File: src/rtl/lagd_pkg.sv
// Shared definitions for the LAGD island controller: regbus types, register map,
// control/status field positions and the controller FSM encoding.
package lagd_pkg;

    typedef struct packed {
        logic [31:0] addr;
        logic        write;
        logic [31:0] wdata;
        logic [3:0]  wstrb;
        logic        valid;
    } lagd_reg_req_t;

    typedef struct packed {
        logic [31:0] rdata;
        logic        error;
        logic        ready;
    } lagd_reg_rsp_t;

    // Byte offsets within the island window; only addr[4:2] is decoded.
    localparam logic [4:0] CtrlOffset     = 5'h00;
    localparam logic [4:0] StatusOffset   = 5'h04;
    localparam logic [4:0] NumIterOffset  = 5'h08;
    localparam logic [4:0] TimeoutOffset  = 5'h0C;
    localparam logic [4:0] CycleCntOffset = 5'h10;
    localparam logic [4:0] IdOffset       = 5'h14;

    localparam int unsigned CtrlStartBit  = 0;
    localparam int unsigned CtrlAbortBit  = 1;
    localparam int unsigned CtrlIrqEnBit  = 2;

    localparam int unsigned StatusBusyBit    = 0;
    localparam int unsigned StatusDoneBit    = 1;
    localparam int unsigned StatusTimeoutBit = 2;
    localparam int unsigned StatusAbortedBit = 3;

    localparam int unsigned IslandIdDefault = 0;

    typedef enum logic [1:0] {
        StIdle = 2'd0,
        StReq  = 2'd1,
        StRun  = 2'd2
    } lagd_state_e;

endpackage

File: src/rtl/lagd_island_ctrl.sv
// Per-island job controller: regbus register file plus IDLE/REQ/RUN launch FSM.
// Define LAGD_ISLAND_CTRL_TIMEOUT_EN to build the RUN-phase cycle timeout.
module lagd_island_ctrl
    import lagd_pkg::*;
#(
    parameter type         reg_req_t = lagd_pkg::lagd_reg_req_t,
    parameter type         reg_rsp_t = lagd_pkg::lagd_reg_rsp_t,
    parameter int unsigned IslandId  = IslandIdDefault
) (
    input  logic        clk_i,
    input  logic        rst_ni,
    input  reg_req_t    reg_req_i,
    output reg_rsp_t    reg_rsp_o,
    output logic        core_start_valid_o,
    input  logic        core_start_ready_i,
    output logic [31:0] core_num_iter_o,
    output logic        core_abort_o,
    input  logic        core_done_i,
    output logic        irq_o
);

    lagd_state_e state_q, state_d;
    logic        irq_en_q, irq_en_d;
    logic        done_q, done_d;
    logic        timeout_q, timeout_d;
    logic        aborted_q, aborted_d;
    logic [31:0] num_iter_q, num_iter_d;
    logic [31:0] cycle_cnt_q, cycle_cnt_d;
    logic        abort_q, abort_d;
    logic        irq_q, irq_d;
`ifdef LAGD_ISLAND_CTRL_TIMEOUT_EN
    logic [31:0] timeout_cyc_q, timeout_cyc_d;
    logic        timeout_hit;
`endif

    logic        busy;
    logic [4:0]  reg_off;
    logic        start_wr, abort_wr;
    logic [31:0] rsp_rdata;
    logic        rsp_error;

    assign busy    = (state_q != StIdle);
    assign reg_off = {reg_req_i.addr[4:2], 2'b00};

    // Upper/lower address bits and byte strobes are deliberately not decoded.
    logic unused_bits;
    assign unused_bits = ^{reg_req_i.addr[31:5], reg_req_i.addr[1:0], reg_req_i.wstrb};

`ifdef LAGD_ISLAND_CTRL_TIMEOUT_EN
    assign timeout_hit = (timeout_cyc_q != 32'd0) && ((cycle_cnt_q + 32'd1) == timeout_cyc_q);
`endif

    always_comb begin
        // NOTE: every signal driven here gets a default first so no path can infer a latch.
        state_d     = state_q;
        irq_en_d    = irq_en_q;
        done_d      = done_q;
        timeout_d   = timeout_q;
        aborted_d   = aborted_q;
        num_iter_d  = num_iter_q;
        cycle_cnt_d = cycle_cnt_q;
        abort_d     = 1'b0;
        start_wr    = 1'b0;
        abort_wr    = 1'b0;
        rsp_rdata   = 32'd0;
        rsp_error   = 1'b0;
`ifdef LAGD_ISLAND_CTRL_TIMEOUT_EN
        timeout_cyc_d = timeout_cyc_q;
`endif

        if (reg_req_i.valid) begin
            case (reg_off)
                CtrlOffset: begin
                    rsp_rdata[CtrlIrqEnBit] = irq_en_q;
                    if (reg_req_i.write) begin
                        irq_en_d = reg_req_i.wdata[CtrlIrqEnBit];
                        start_wr = reg_req_i.wdata[CtrlStartBit];
                        abort_wr = reg_req_i.wdata[CtrlAbortBit];
                    end
                end
                StatusOffset: begin
                    rsp_rdata[StatusBusyBit]    = busy;
                    rsp_rdata[StatusDoneBit]    = done_q;
                    rsp_rdata[StatusTimeoutBit] = timeout_q;
                    rsp_rdata[StatusAbortedBit] = aborted_q;
                    if (reg_req_i.write) begin
                        if (reg_req_i.wdata[StatusDoneBit])    done_d    = 1'b0;
                        if (reg_req_i.wdata[StatusTimeoutBit]) timeout_d = 1'b0;
                        if (reg_req_i.wdata[StatusAbortedBit]) aborted_d = 1'b0;
                    end
                end
                NumIterOffset: begin
                    rsp_rdata = num_iter_q;
                    if (reg_req_i.write) begin
                        // The core samples NUM_ITER for the whole job, so it is frozen while busy.
                        if (busy) rsp_error  = 1'b1;
                        else      num_iter_d = reg_req_i.wdata;
                    end
                end
                TimeoutOffset: begin
`ifdef LAGD_ISLAND_CTRL_TIMEOUT_EN
                    rsp_rdata = timeout_cyc_q;
                    if (reg_req_i.write) timeout_cyc_d = reg_req_i.wdata;
`endif
                end
                CycleCntOffset: begin
                    rsp_rdata = cycle_cnt_q;
                    if (reg_req_i.write) rsp_error = 1'b1;
                end
                IdOffset: begin
                    rsp_rdata = 32'(IslandId);
                    if (reg_req_i.write) rsp_error = 1'b1;
                end
                default: rsp_error = 1'b1;
            endcase
        end

        // FSM transitions override the register-side updates above.
        case (state_q)
            StIdle: begin
                if (start_wr) begin
                    state_d     = StReq;
                    done_d      = 1'b0;
                    timeout_d   = 1'b0;
                    aborted_d   = 1'b0;
                    cycle_cnt_d = 32'd0;
                end
            end
            StReq: begin
                if (abort_wr) begin
                    abort_d   = 1'b1;
                    aborted_d = 1'b1;
                    state_d   = StIdle;
                end else if (core_start_ready_i) begin
                    state_d = StRun;
                end
            end
            StRun: begin
                if (cycle_cnt_q != 32'hFFFF_FFFF) cycle_cnt_d = cycle_cnt_q + 32'd1;
                // Completion outranks both a software abort and a timeout in the same cycle.
                if (core_done_i) begin
                    done_d  = 1'b1;
                    state_d = StIdle;
                end else if (abort_wr) begin
                    abort_d   = 1'b1;
                    aborted_d = 1'b1;
                    state_d   = StIdle;
                end
`ifdef LAGD_ISLAND_CTRL_TIMEOUT_EN
                else if (timeout_hit) begin
                    abort_d   = 1'b1;
                    timeout_d = 1'b1;
                    state_d   = StIdle;
                end
`endif
            end
            default: state_d = StIdle;
        endcase

        irq_d = irq_en_q & (done_q | timeout_q | aborted_q);
    end

    // NOTE: state registers use non-blocking assignments so every flop samples pre-edge values.
    always_ff @(posedge clk_i or negedge rst_ni) begin
        if (!rst_ni) begin
            state_q     <= StIdle;
            irq_en_q    <= 1'b0;
            done_q      <= 1'b0;
            timeout_q   <= 1'b0;
            aborted_q   <= 1'b0;
            num_iter_q  <= 32'd0;
            cycle_cnt_q <= 32'd0;
            abort_q     <= 1'b0;
            irq_q       <= 1'b0;
`ifdef LAGD_ISLAND_CTRL_TIMEOUT_EN
            timeout_cyc_q <= 32'd0;
`endif
        end else begin
            state_q     <= state_d;
            irq_en_q    <= irq_en_d;
            done_q      <= done_d;
            timeout_q   <= timeout_d;
            aborted_q   <= aborted_d;
            num_iter_q  <= num_iter_d;
            cycle_cnt_q <= cycle_cnt_d;
            abort_q     <= abort_d;
            irq_q       <= irq_d;
`ifdef LAGD_ISLAND_CTRL_TIMEOUT_EN
            timeout_cyc_q <= timeout_cyc_d;
`endif
        end
    end

    always_comb begin
        reg_rsp_o       = '0;
        reg_rsp_o.rdata = rsp_rdata;
        reg_rsp_o.error = rsp_error;
        reg_rsp_o.ready = 1'b1;
    end

    assign core_start_valid_o = (state_q == StReq);
    assign core_num_iter_o    = num_iter_q;
    assign core_abort_o       = abort_q;
    assign irq_o              = irq_q;

endmodule

File: config.mk
export PLATFORM = sky130hd
export DESIGN_NAME = lagd_island_ctrl
export DESIGN_NICKNAME = d
export VERILOG_FILES = /design/src/rtl/lagd_pkg.sv /design/src/rtl/lagd_island_ctrl.sv
export SDC_FILE = /design/constraint.sdc
export NUM_CORES = 1
export LEC_CHECK = 0
export ABC_AREA = 1
export BUFFER_PORTS_ARGS = -buffer_cell sky130_fd_sc_hd__buf_2
export CORE_AREA = 2 2 130 69
export CTS_CLUSTER_SIZE = 10
export DETAILED_ROUTE_END_ITERATION = 16
export DIE_AREA = 0 0 132 71
export PLACE_DENSITY = 0.94
export SYNTH_ARGS = -nofsm -noshare
export SYNTH_HDL_FRONTEND = slang
export SYNTH_SLANG_ARGS = --single-unit
File: constraint.sdc
create_clock -name clk_i -period 3.41 [get_ports clk_i]
set_clock_uncertainty 0.05 [all_clocks]
set_input_delay 0.5115 -clock clk_i [delete_from_list [all_inputs] [get_ports clk_i]]
set_output_delay 0.5115 -clock clk_i [all_outputs]
set_load 0.01 [all_outputs]
==> Word level (Yosys, flattened, before mapping) <==
Cells that the tools add are included.
{ "op_classes": {"muxes": 49, "reduce_logical": 10, "n_addsub": 1, "n_eq_ne": 12, "bitwise": 4} }
{ "ops": {"columns": ["op", "n"], "rows": [
  ["$mux 32", 3],
  ["$pmux 32 s2", 1],
  ["$pmux 28 s2", 1],
  ["$add 32x1->32 const B", 1],
  ["$ne 32x32->1 const B", 1],
  ["$mux 1", 31],
  ["$pmux 2 s3", 2],
  ["$mux 2", 5],
  ["$pmux 1 s3", 3],
  ["$reduce_and 3->1", 3],
  ["$eq 3x2->1 const B", 2],
  ["$eq 3x3->1 const B", 2],
  ["$logic_not 5->1", 1],
  ["$ne 2x2->1 const B", 2],
  ["$pmux 1 s2", 2],
  ["$pmux 1 s4", 1],
  ["$reduce_and 4->1", 1],
  ["$reduce_bool 2->1", 2],
  ["$eq 3x1->1 const B", 1],
  ["$ne 3x1->1 const B", 1],
  ["$ne 3x3->1 const B", 1],
  ["$reduce_or 3->1", 1],
  ["$eq 2x1->1 const B", 1],
  ["$eq 2x2->1 const B", 1],
  ["other kinds (5)", 6]
]} }
{ "word_totals": {"reg_bits": 72, "elab_cells": 85, "in_bits": 74, "output_inout_bits": 69} }

==> Depth between registers and ports, before layout <==
{ "depth": {"word_depth": 7, "ltp_mapped": 11, "mapped_depth_nobuf": 10} }

==> Least setup slack after synthesis <==
No wires, ideal clock.
{ "synth_path": {"kind": "input port to output port", "startpoint": "input port reg_req_i[41] (netlist name)", "endpoint": "output port reg_rsp_o[23] (netlist name)", "stages": 7, "required_time_ns": 2.849, "t_arrival_ns": 1.431, "setup_slack_ns": 1.417, "n_path_buf": 2, "cell_sequence": "nor2_1 nand2_1 inv_1 buf_2 buf_2 nand2_1 a21oi_1"} }
{ "synth_lines": {"columns": ["element", "line_no", "rtl"], "rows": [
  ["start: declaration", "lagd_island_ctrl.sv:12", "input reg_req_t reg_req_i,"],
  ["end: declaration", "lagd_island_ctrl.sv:13", "output reg_rsp_t reg_rsp_o,"]
]} }

==> reports/qor.txt <==
Overflow after GRT - 0
TritonCTS clock tree - yes
post-route ant nets - 0
Max-cap violations - 0
Netlist Area Pre-Place - 4400 µm²
Die Area - 9370 µm²
routed vias/inst - 5.48
Clock Power Share - 29.8%
met3 WL - 1400 µm
GPL Wtd Cong - 1.00
CP max-delay cell - inv_1
cells after synthesis - 612
postcts setup bufs - 0
Seq/Total Area, Yosys - 41.0%
clk buf depth - 2
Worst Path Required - 2850 ps
detailed placement HPWL - 9920 µm
highest cell delay on the worst timing path - 510 ps
Die Y - 71 µm
Seq pwr share - 38.7%
CP max FO - 20
Power Density - 604 nW/µm²
initial antenna violation count - 0
Final Cycle Share - 77.6%
Worst-Margin Slew - 953 ps
Worst Hold Class - input pin to async pin
layout overhead on the synthesized area - 21.1%
cell type with the largest total area after synthesis - dfrtp_1
Worst path top cell family by delay - buffers and inverters
worst vdd ir - 0.471 mV
final net count - 793
area of the multi-input gates - 2300 µm²
Reg clk slew, reported paths - 60 ps
Comb pwr share - 31.5%
largest net degree at the start of global routing - 73
detailed-route DRC error count - 0
layout cell share with drive strength beyond 1 - 24.1%
Total Wirelength - 13400 µm
filler cell count - 722
endpoints failing hold - 0
All-Layer GR Usage - 29.8%
num ports - 143
total CTS buffers - 9
Net Sw Power - 1180 µW
htree depth - 3
Synth warnings - 0
WL met2 - 5740 µm
worst path bufs/invs - 4
clk sinks - 72
fin area - 5320 µm²
P_int - 2030 µW
Area contributors post-synth - dfrtp_1, nand2_1, mux2_2
final setup fails - 0
Diodes inserted - 0
setup_tns - 0 ps
initial DRC count - 622
Max Transition Viols Final - 0
DRT met1 WL - 5950 µm
1st-pass router iterations - 5
status - finished, final reports clean
Area after DPL - 5020 µm²
number of global-route vias before repair - 4396
Core ar. - 8320 µm²
Seq. cell area - 1800 µm²
Crit Path Category - input pin to output pin
Syn Nets - 691
Initial Util - 52.8%
Max-slew headroom - 36.4%
mean post-synth cell area - 7.18 µm²
clk_lat worst skew - 340 ps
WP data arrival - 2080 ps
post_cts resized - 0
first-pass GRT wire length - 21700 µm
#FFs+latches synth - 72
Wirelength per Cell - 16.0 µm
crit end category - output pin
sw frac - 36.9%
Clock Tree Root - clkbuf_16
min Tclk post-route - 2640 ps
total number of vias - 4581
crit path launch type - input pin
max layer used - met4
number of I/O port buffers - 108
f_max - 378 MHz
row cnt - 24
static leakage - 0.00251 µW
CP Cell Sequence - buf_2 > nor2_1 > nand2_1 > inv_1 > buf_4 > nand2_1 > a21oi_1 > buf_2
chip width - 132 µm
hold_buf cts - 0
unrepaired setup endpoints after global routing - no
top cell type's share of synthesized area - 41.0%
post-synthesis cell type count - 30
[layer usage]
layer | up-vias | GRT usage [%]
li1 | 2163 | -
met1 | 2133 | 40.9
met2 | 251 | 45.3
met3 | 34 | 10.3
met4 | 0 | 8.57
met5 | - | 0
[through the flow]
step / hold WS (ps) / setup WS, ps / power [µW] / util [%] / instances
detailed placement: 463 / 815 / 2260 / 60.4 / 820
finish: 132 / 765 / 3210 / 64.0 / 836
floorplan: 166 / 1420 / 1860 / - / 612
global route: 156 / 621 / 3380 / 64.0 / 836
CTS: 158 / 809 / 3220 / 64.0 / 836
global placement: 460 / 878 / 2190 / 60.4 / 820
[cell type report]
class | instances | share of cell area, %
clock inverters | 6 | 1.29
inverters | 46 | 3.24
repair buffers | 115 | 11.4
flip-flops and latches | 72 | 33.9
well taps | 117 | 2.75
clock buffers | 10 | 4.30
multi-input cells | 470 | 43.2
[Yosys cell counts]
library cell,number
nand2_1,225
dfrtp_1,72
nor2_1,69
nand3_1,46
inv_1,45
a21oi_1,32
mux2_2,31
o21ai_0,30
clkbuf_1,10
buf_2,8
xor2_1,6
ha_1,5
or2_2,5
o21ai_2,4
o21bai_1,3
o221ai_1,3
a31oi_1,2
buf_4,2
buf_6,2
o211ai_1,2
buf_1,1
clkbuf_2,1
clkinv_1,1
conb_1,1
nand2_2,1
nand4_1,1
nor2_2,1
nor2_4,1
nor3_1,1
o31ai_1,1
[kinds of logic after synthesis]
logic type / count (synthesis) / synth area share [%]
AND/OR/NAND/NOR: 350 / 31.9
AO/OA/AOI/OAI: 77 / 9.76
flip-flops: 72 / 41.0
buffers and inverters: 70 / 6.75
multiplexers: 31 / 7.94
XOR/XNOR: 6 / 1.20
adder cells (fa/ha/maj): 5 / 1.42
other: 1 / 0.0853
[final timing paths]
| kind | startpoint | endpoint | slack (ps) | cells past startpoint |
|---|---|---|---|---|
| max | reg_req_i[41] | reg_rsp_o[17] | 770 | 8 |
| min | rst_ni | core_abort_o | 130 | 2 |
| max reg2reg | cycle_cnt_q[0] | cycle_cnt_q[15] | 850 | 9 |
| min reg2reg | core_num_iter_o[19] | core_num_iter_o[19] | 480 | 1 |
| max in group asynchronous | rst_ni | core_num_iter_o[21] | 2850 | 2 |
| min in group clk_i | reg_req_i[7] | timeout_q | 340 | 2 |
[cells in the final DEF (no fill, tap or decap), types with 4 or more instances in the layout]
cell and n:
a21oi_1 32, buf_2 108, buf_4 6, clkbuf_16 9
dfrtp_1 72, ha_1 5, inv_1 45, mux2_2 31
nand2_1 225, nand3_1 46, nor2_1 69, o21ai_0 30
o21ai_2 4, or2_2 5, xor2_1 6
[power by group through the flow]
stage / Clock [µW] / Sequential (µW) / Combinational, µW
after CTS: 967 / 1240 / 1010
after floorplan: 0 / 1310 / 550
final: 957 / 1240 / 1010
after global placement: 0 / 1240 / 956
after detailed placement: 0 / 1250 / 1000
after global routing: 1010 / 1270 / 1100
Power figures use the tool's default switching activity.
